File: src/rtl/uart_transmitter.sv
// -----------------------------------------------------------------------------
// uart_transmitter
// Purpose : 8N1 UART transmitter. Accepts one byte through a valid/ready
//           handshake and shifts it out as start bit, eight data bits (LSB
//           first) and a stop bit, each held CLOCK_FREQ/BAUD_RATE clock cycles.
// Ports   :
//   clk           in   1  rising-edge clock for all state
//   rst           in   1  asynchronous active-high reset
//   data_in       in   8  byte to send, captured on handshake only
//   data_in_valid in   1  producer offers data_in
//   data_in_ready out  1  high while idle (byte can be accepted)
//   serial_out    out  1  TX line, idle high, driven from a flop
// -----------------------------------------------------------------------------
module uart_transmitter #(
   parameter int CLOCK_FREQ = 125_000_000,
   parameter int BAUD_RATE  = 115_200
) (
   input  logic       clk,
   input  logic       rst,
   input  logic [7:0] data_in,
   input  logic       data_in_valid,
   output logic       data_in_ready,
   output logic       serial_out
);

   localparam int SYMBOL_EDGE_TIME = CLOCK_FREQ / BAUD_RATE;
   // Keep at least one counter bit so a degenerate 1-cycle symbol still builds.
   localparam int CNT_W = (SYMBOL_EDGE_TIME > 1) ? $clog2(SYMBOL_EDGE_TIME) : 1;
   localparam logic [CNT_W-1:0] CNT_LAST = CNT_W'(SYMBOL_EDGE_TIME - 1);
   localparam logic [3:0]       BIT_LAST = 4'd9;

   typedef enum logic {
      IDLE = 1'b0,
      SEND = 1'b1
   } state_t;

   state_t           r_state;
   state_t           w_state_next;
   logic [CNT_W-1:0] r_clk_cnt;
   logic [CNT_W-1:0] w_clk_cnt_next;
   logic [3:0]       r_bit_cnt;
   logic [3:0]       w_bit_cnt_next;
   logic [9:0]       r_shift;
   logic [9:0]       w_shift_next;
   logic             r_serial;
   logic             w_serial_next;
   logic             r_ready;
   logic             w_ready_next;
   logic             w_handshake;
   logic             w_symbol_end;

   assign data_in_ready = r_ready;
   assign serial_out    = r_serial;

   // Next-state and next-output logic for the IDLE/SEND machine.
   always_comb begin
      w_state_next   = r_state;
      w_clk_cnt_next = r_clk_cnt;
      w_bit_cnt_next = r_bit_cnt;
      w_shift_next   = r_shift;
      w_serial_next  = r_serial;
      w_ready_next   = r_ready;
      w_handshake    = data_in_valid & r_ready;
      w_symbol_end   = (r_clk_cnt == CNT_LAST);

      case (r_state)
         IDLE: begin
            if (w_handshake) begin
               // Start bit goes out on the very next cycle; frame bit 0 is it.
               w_state_next   = SEND;
               w_shift_next   = {1'b1, data_in, 1'b0};
               w_serial_next  = 1'b0;
               w_ready_next   = 1'b0;
               w_clk_cnt_next = {CNT_W{1'b0}};
               w_bit_cnt_next = 4'd0;
            end else begin
               w_serial_next  = 1'b1;
               w_ready_next   = 1'b1;
            end
         end
         SEND: begin
            if (w_symbol_end) begin
               w_clk_cnt_next = {CNT_W{1'b0}};
               if (r_bit_cnt == BIT_LAST) begin
                  // Stop bit has been held its full time: back to idle.
                  w_state_next   = IDLE;
                  w_serial_next  = 1'b1;
                  w_ready_next   = 1'b1;
                  w_bit_cnt_next = 4'd0;
                  w_shift_next   = 10'd0;
               end else begin
                  // Shift register LSB always mirrors the bit on the line.
                  w_bit_cnt_next = r_bit_cnt + 4'd1;
                  w_shift_next   = {1'b0, r_shift[9:1]};
                  w_serial_next  = r_shift[1];
               end
            end else begin
               w_clk_cnt_next = r_clk_cnt + CNT_W'(1);
               w_serial_next  = r_shift[0];
            end
         end
         default: begin
            w_state_next   = IDLE;
            w_clk_cnt_next = {CNT_W{1'b0}};
            w_bit_cnt_next = 4'd0;
            w_shift_next   = 10'd0;
            w_serial_next  = 1'b1;
            w_ready_next   = 1'b1;
         end
      endcase
   end

   // State and datapath registers; reset forces the line high immediately.
   always_ff @(posedge clk or posedge rst) begin
      if (rst) begin
         r_state   <= IDLE;
         r_clk_cnt <= {CNT_W{1'b0}};
         r_bit_cnt <= 4'd0;
         r_shift   <= 10'd0;
         r_serial  <= 1'b1;
         r_ready   <= 1'b1;
      end else begin
         r_state   <= w_state_next;
         r_clk_cnt <= w_clk_cnt_next;
         r_bit_cnt <= w_bit_cnt_next;
         r_shift   <= w_shift_next;
         r_serial  <= w_serial_next;
         r_ready   <= w_ready_next;
      end
   end

endmodule
File: config.mk
export PLATFORM = sky130hd
export DESIGN_NAME = uart_transmitter
export DESIGN_NICKNAME = d
export VERILOG_FILES = /design/src/rtl/uart_transmitter.sv
export SDC_FILE = /design/constraint.sdc
export NUM_CORES = 1
export LEC_CHECK = 0
export CORE_UTILIZATION = 61
export DETAILED_ROUTE_END_ITERATION = 10
export DONT_BUFFER_PORTS = 1
export GPL_ROUTABILITY_DRIVEN = 1
export PLACE_DENSITY = 0.77
export SYNTH_ARGS = -nofsm -noshare
export SYNTH_HDL_FRONTEND = slang
export SYNTH_SLANG_ARGS = --single-unit
File: constraint.sdc
create_clock -name clk -period 2.3 [get_ports clk]
set_input_delay 0.575 -clock clk [delete_from_list [all_inputs] [get_ports clk]]
set_output_delay 0.575 -clock clk [all_outputs]
set_load 0.1 [all_outputs]
Word-level counts from Yosys, hierarchy flattened
Index checks and enable logic that the tools add are counted.

Register bits after elaboration: 28. Output and inout bits: 2. Logic and storage cells: 39.

Add/sub/neg operators: 2. Equality and inequality tests: 5. Mux-type cells: 22. Bitwise logic cells: 2. Reductions and logical operators: 2.

Operator list (count): $mux W11 (2); $pmux W11 S2 (1); $mux W10 (2); $pmux W10 S2 (1); $mux W4 (3); $add A11 B1 Y11 const B (1); $eq A11 B11 Y1 const B (1); $mux W9 (1); $mux W1 (8); $pmux W4 S2 (1); $pmux W1 S2 (3); $add A4 B1 Y4 const B (1); $eq A4 B4 Y1 const B (1); $ne A2 B1 Y1 const B (2); $reduce_and A2 Y1 (2); $ne A2 B2 Y1 const B (1); $and A1 B1 Y1 (1); $not A1 Y1 (1).

Longest topological paths before layout
Depth in word-level cells: 4. Mapped depth: 7.

Worst setup path after synthesis
OpenSTA, ideal clock, no wires.

Kind: register to register. Start point: register r_ready, in the netlist data_in_ready. End point: register r_shift[1]. Setup time: 0.126 ns. Arrival time: 1.828 ns. Path slack: 0.346 ns. Stages on the path, launching flop included: 5. Cells stage by stage: dfstp_2 -> a21oi_1 -> or2_4 -> buf_6 -> a221o_1.

Cells in the longest elaborated chain, start to end: 3.

Ends and longest elaborated chain: start: declaration (RTL line 47) `logic r_ready;`; start signal: assignment (RTL line 128) `r_ready <= w_ready_next;`; $and A1 B1 Y1 (RTL line 63) `w_handshake = data_in_valid & r_ready;`; $ne A2 B2 Y1 (no source line); $reduce_and A2 Y1 (no source line); end signal: assignment (RTL line 126) `r_shift <= w_shift_next;`; end: declaration (RTL line 43) `logic [9:0] r_shift;`.

No other way between the ends. A chain may end at the register's enable or synchronous reset.

Final worst setup path
Start point: register r_clk_cnt[6]. End point: register r_shift[8].

Cells in the longest elaborated chain, start to end: 3.

Ends and longest elaborated chain: start: declaration (RTL line 39) `logic [CNT_W-1:0] r_clk_cnt;`; start signal: assignment (RTL line 117) `r_clk_cnt <= {CNT_W{1'b0}};`; start signal: assignment (RTL line 124) `r_clk_cnt <= w_clk_cnt_next;`; $eq A11 B11 Y1 (RTL line 64) `w_symbol_end = (r_clk_cnt == CNT_LAST);`; $ne A2 B1 Y1 (no source line); $reduce_and A2 Y1 (no source line).

No other way between the ends.

==> impl_results.md <==
- Worst EP required: around 2500 ps
- RSZ-0062 raised after global routing: false
- Clk root buf: clkbuf_4
- Distinct cell type count after synthesis: 36
- Diode count: 0
- Hold_ws: 75.6 ps
- Synthesized flop and latch total: 28
- Post-synth top flop: dfrtp_1
- Fraction of registers with async set/reset: 100%
- Io pins: 13
- Pleak: 0.715 nW
- Gp weighted congestion: 0.908
- DR iter-0 viols: 35
- Area used by multi-input combinational logic: 662 um2
- Syn Area/Cell: between 10 and 15 um2
- Setup bufs post-CTS: 0
- VDD IR-drop max: 0.000354 V
- First-pass GRT wire length: 4660 um
- TritonRoute pass-1 iters: 4
- Post-Place Cells: approximately 160
- CTS tree: done
- Antenna Nets Post-Route: 0
- # H-tree levels: 1
- Period utilisation layout: ~84%
- DR WL/cell: 17.5 um
- Syn nets: 147
- CTS Buffer Depth: 2
- Port Buffers: 0
- Register area: 703 um2
- Number of max-cap violations: 0
- Residual DRC: 0
- Least-Margin Pin Slew: 505 ps
- Status: complete, no violations
- Critical path startpoint category: flop
- Crit Path Class: reg -> reg
- Setup total negative slack: 0 ps
- Total global routing overflow: 0
- Initial antenna violation count: 0
- Data arrival, critical path: approximately 2200 ps
- Initial core utilization: 65.3%
- Total GRT Usage: 25.1%
- Drt total wl: 2860 um
- Layout cells sized above 1: 17.8%
- Die H: approximately 50 um
- Rel. slew slack: 66.3%
- Utilization after layout: between 60% and 70%
- Crit-path max FO: 12
- Max Freq: 520 MHz
- Mapped Area: 1450 um2
- Final nets: around 150
- CTS Hold Bufs: 0
- Post-Synthesis Cells: 132
- Fill cells: 173
- Largest net degree at the start of global routing: 17
- Vias: 1090
- Max-slew violation count: 0
- Final Critical Period: 1920 ps
- CP Capture Type: flop
- Syn. warnings: 0
- Reg clk slew, reported paths: 150 ps
- Vias in the first global route: 988
- Sequential-to-total area share from yosys stat: approximately half
- Hold Crit Class: in -> async
- Die X-Extent: 50.7 um
- Vias per cell: approximately 6.7
- Fin. Hold Viols: 0
- CTS buffer count: 3
- Pwr Density: 539 nW/um2
- Post-DP HPWL: 2110 um
- Filler-free cell count of the finished design: 163
- CTS-repair resized insts: 0
- Final setup skew: 6.32 ps
- Area Overhead vs Synth: 6.23%
- Setup violations, final: 0
- Core area: roughly 2200 um2
- Clock sink count: 28
- Clock insertion delay at the later pin of the skew report: ~330 ps
- Row count: 17
- Die ar.: 2570 um2
- EDFF count, synth: 0
[cells in the final DEF (no fill, tap or decap), types with 2 or more instances in the layout]
master	synthesis	layout
a21o_1	2	2
a21oi_1	7	7
a221o_1	6	6
a221o_2	2	2
a22o_1	3	3
a22o_2	2	2
a31oi_1	5	5
and3_1	9	9
and4_1	2	2
buf_4	0	8
clkbuf_4	0	3
dfrtp_1	26	26
dfstp_2	2	2
ha_1	4	4
inv_1	6	6
mux2_2	2	2
nand2_1	8	8
nand2b_1	2	2
nand3_1	6	6
nand4_1	3	3
o21ai_0	7	7
o31ai_1	3	3
or4_1	2	2
xnor2_1	3	3
[path summary, 6_finish.rpt]
path | start | end | slack (ps) | depth (start not counted)
min | rst | r_bit_cnt[2] | 80 | 1
max reg2reg | r_clk_cnt[6] | r_shift[8] | 380 | 4
max | r_clk_cnt[6] | r_shift[8] | 380 | 4
max in group asynchronous | rst | data_in_ready | 1650 | 2
min reg2reg | r_shift[9] | r_shift[8] | 530 | 1
min in group clk | data_in[6] | r_shift[7] | 490 | 2
[worst max-delay path: stages, from the launching register on]
cell and delay, ps:
dfrtp_1 480, nor4_4 390, a41oi_4 220, or2_4 340, a221o_2 390
[Yosys cell counts (2+ instances only)]
master	count	share of area, %
xnor2_1	3	1.8
dfrtp_1	26	45
a22o_1	3	1.8
nand2_1	8	2.1
and3_1	9	3.9
nand4_1	3	1.3
mux2_2	2	1.6
ha_1	4	3.5
o21ai_0	7	2.4
clkbuf_1	5	1.3
buf_6	3	2.3
a22o_2	2	1.4
or4_1	2	1.0
o31ai_1	3	1.6
a221o_2	2	1.6
nand3_1	6	2.1
a31oi_1	5	2.2
a21o_1	2	1.0
dfstp_2	2	3.6
and4_1	2	1.2
inv_1	6	1.6
a21oi_1	7	2.4
a221o_1	6	4.2
nand2b_1	2	0.87
[area by class of cell]
| class | instances | share of cell area, % |
|---|---|---|
| clock inverters | 1 | 1.96 |
| well taps | 28 | 2.28 |
| clock buffers | 3 | 1.47 |
| repair buffers | 8 | 3.91 |
| multi-input cells | 89 | 43.1 |
| flip-flops and latches | 28 | 45.8 |
| inverters | 6 | 1.47 |
[per-layer routing]
metal / vias up / GRT usage, % / wire length (um)
met3: 7 / 3.33 / 114
met1: 546 / 36.0 / 1330
met5: - / 0 / 0
met2: 30 / 36.4 / 1360
met4: 0 / 14.4 / 51
li1: 507 / - / -
[metrics by stage]
stage / setup WS [ps] / power, mW / cell area [um2]
final: 379 / 0.828 / 1540
after global routing: 280 / 0.850 / 1540
after CTS: 391 / 0.837 / 1540
after detailed placement: 404 / 0.515 / 1480
after global placement: 474 / 0.514 / 1480
after floorplan: 346 / 0.509 / 1450
[registers in the layout, summed over array words and instances, names as in the netlist]
signal         count
r_state            1
r_clk_cnt         11
data_in_ready      1
r_shift           10
r_bit_cnt          4
serial_out         1
[cell families after synthesis]
family | after synthesis | share of synthesized area (%)
simple gates | 39 | 16.6
buf+inv | 15 | 5.54
fa+ha+maj | 4 | 3.46
xor+xnor | 3 | 1.82
mux | 3 | 2.25
flops | 28 | 48.7
compound gates | 40 | 21.6
[where the power goes]
group / switching (mW) / internal, mW / total [mW]
logic: 0.00986 / 0.00241 / 0.0123
clock network: 0.147 / 0.176 / 0.323
registers: 0 / 0.493 / 0.493
total: 0.157 / 0.671 / 0.828
Power figures use the tool's default switching activity.
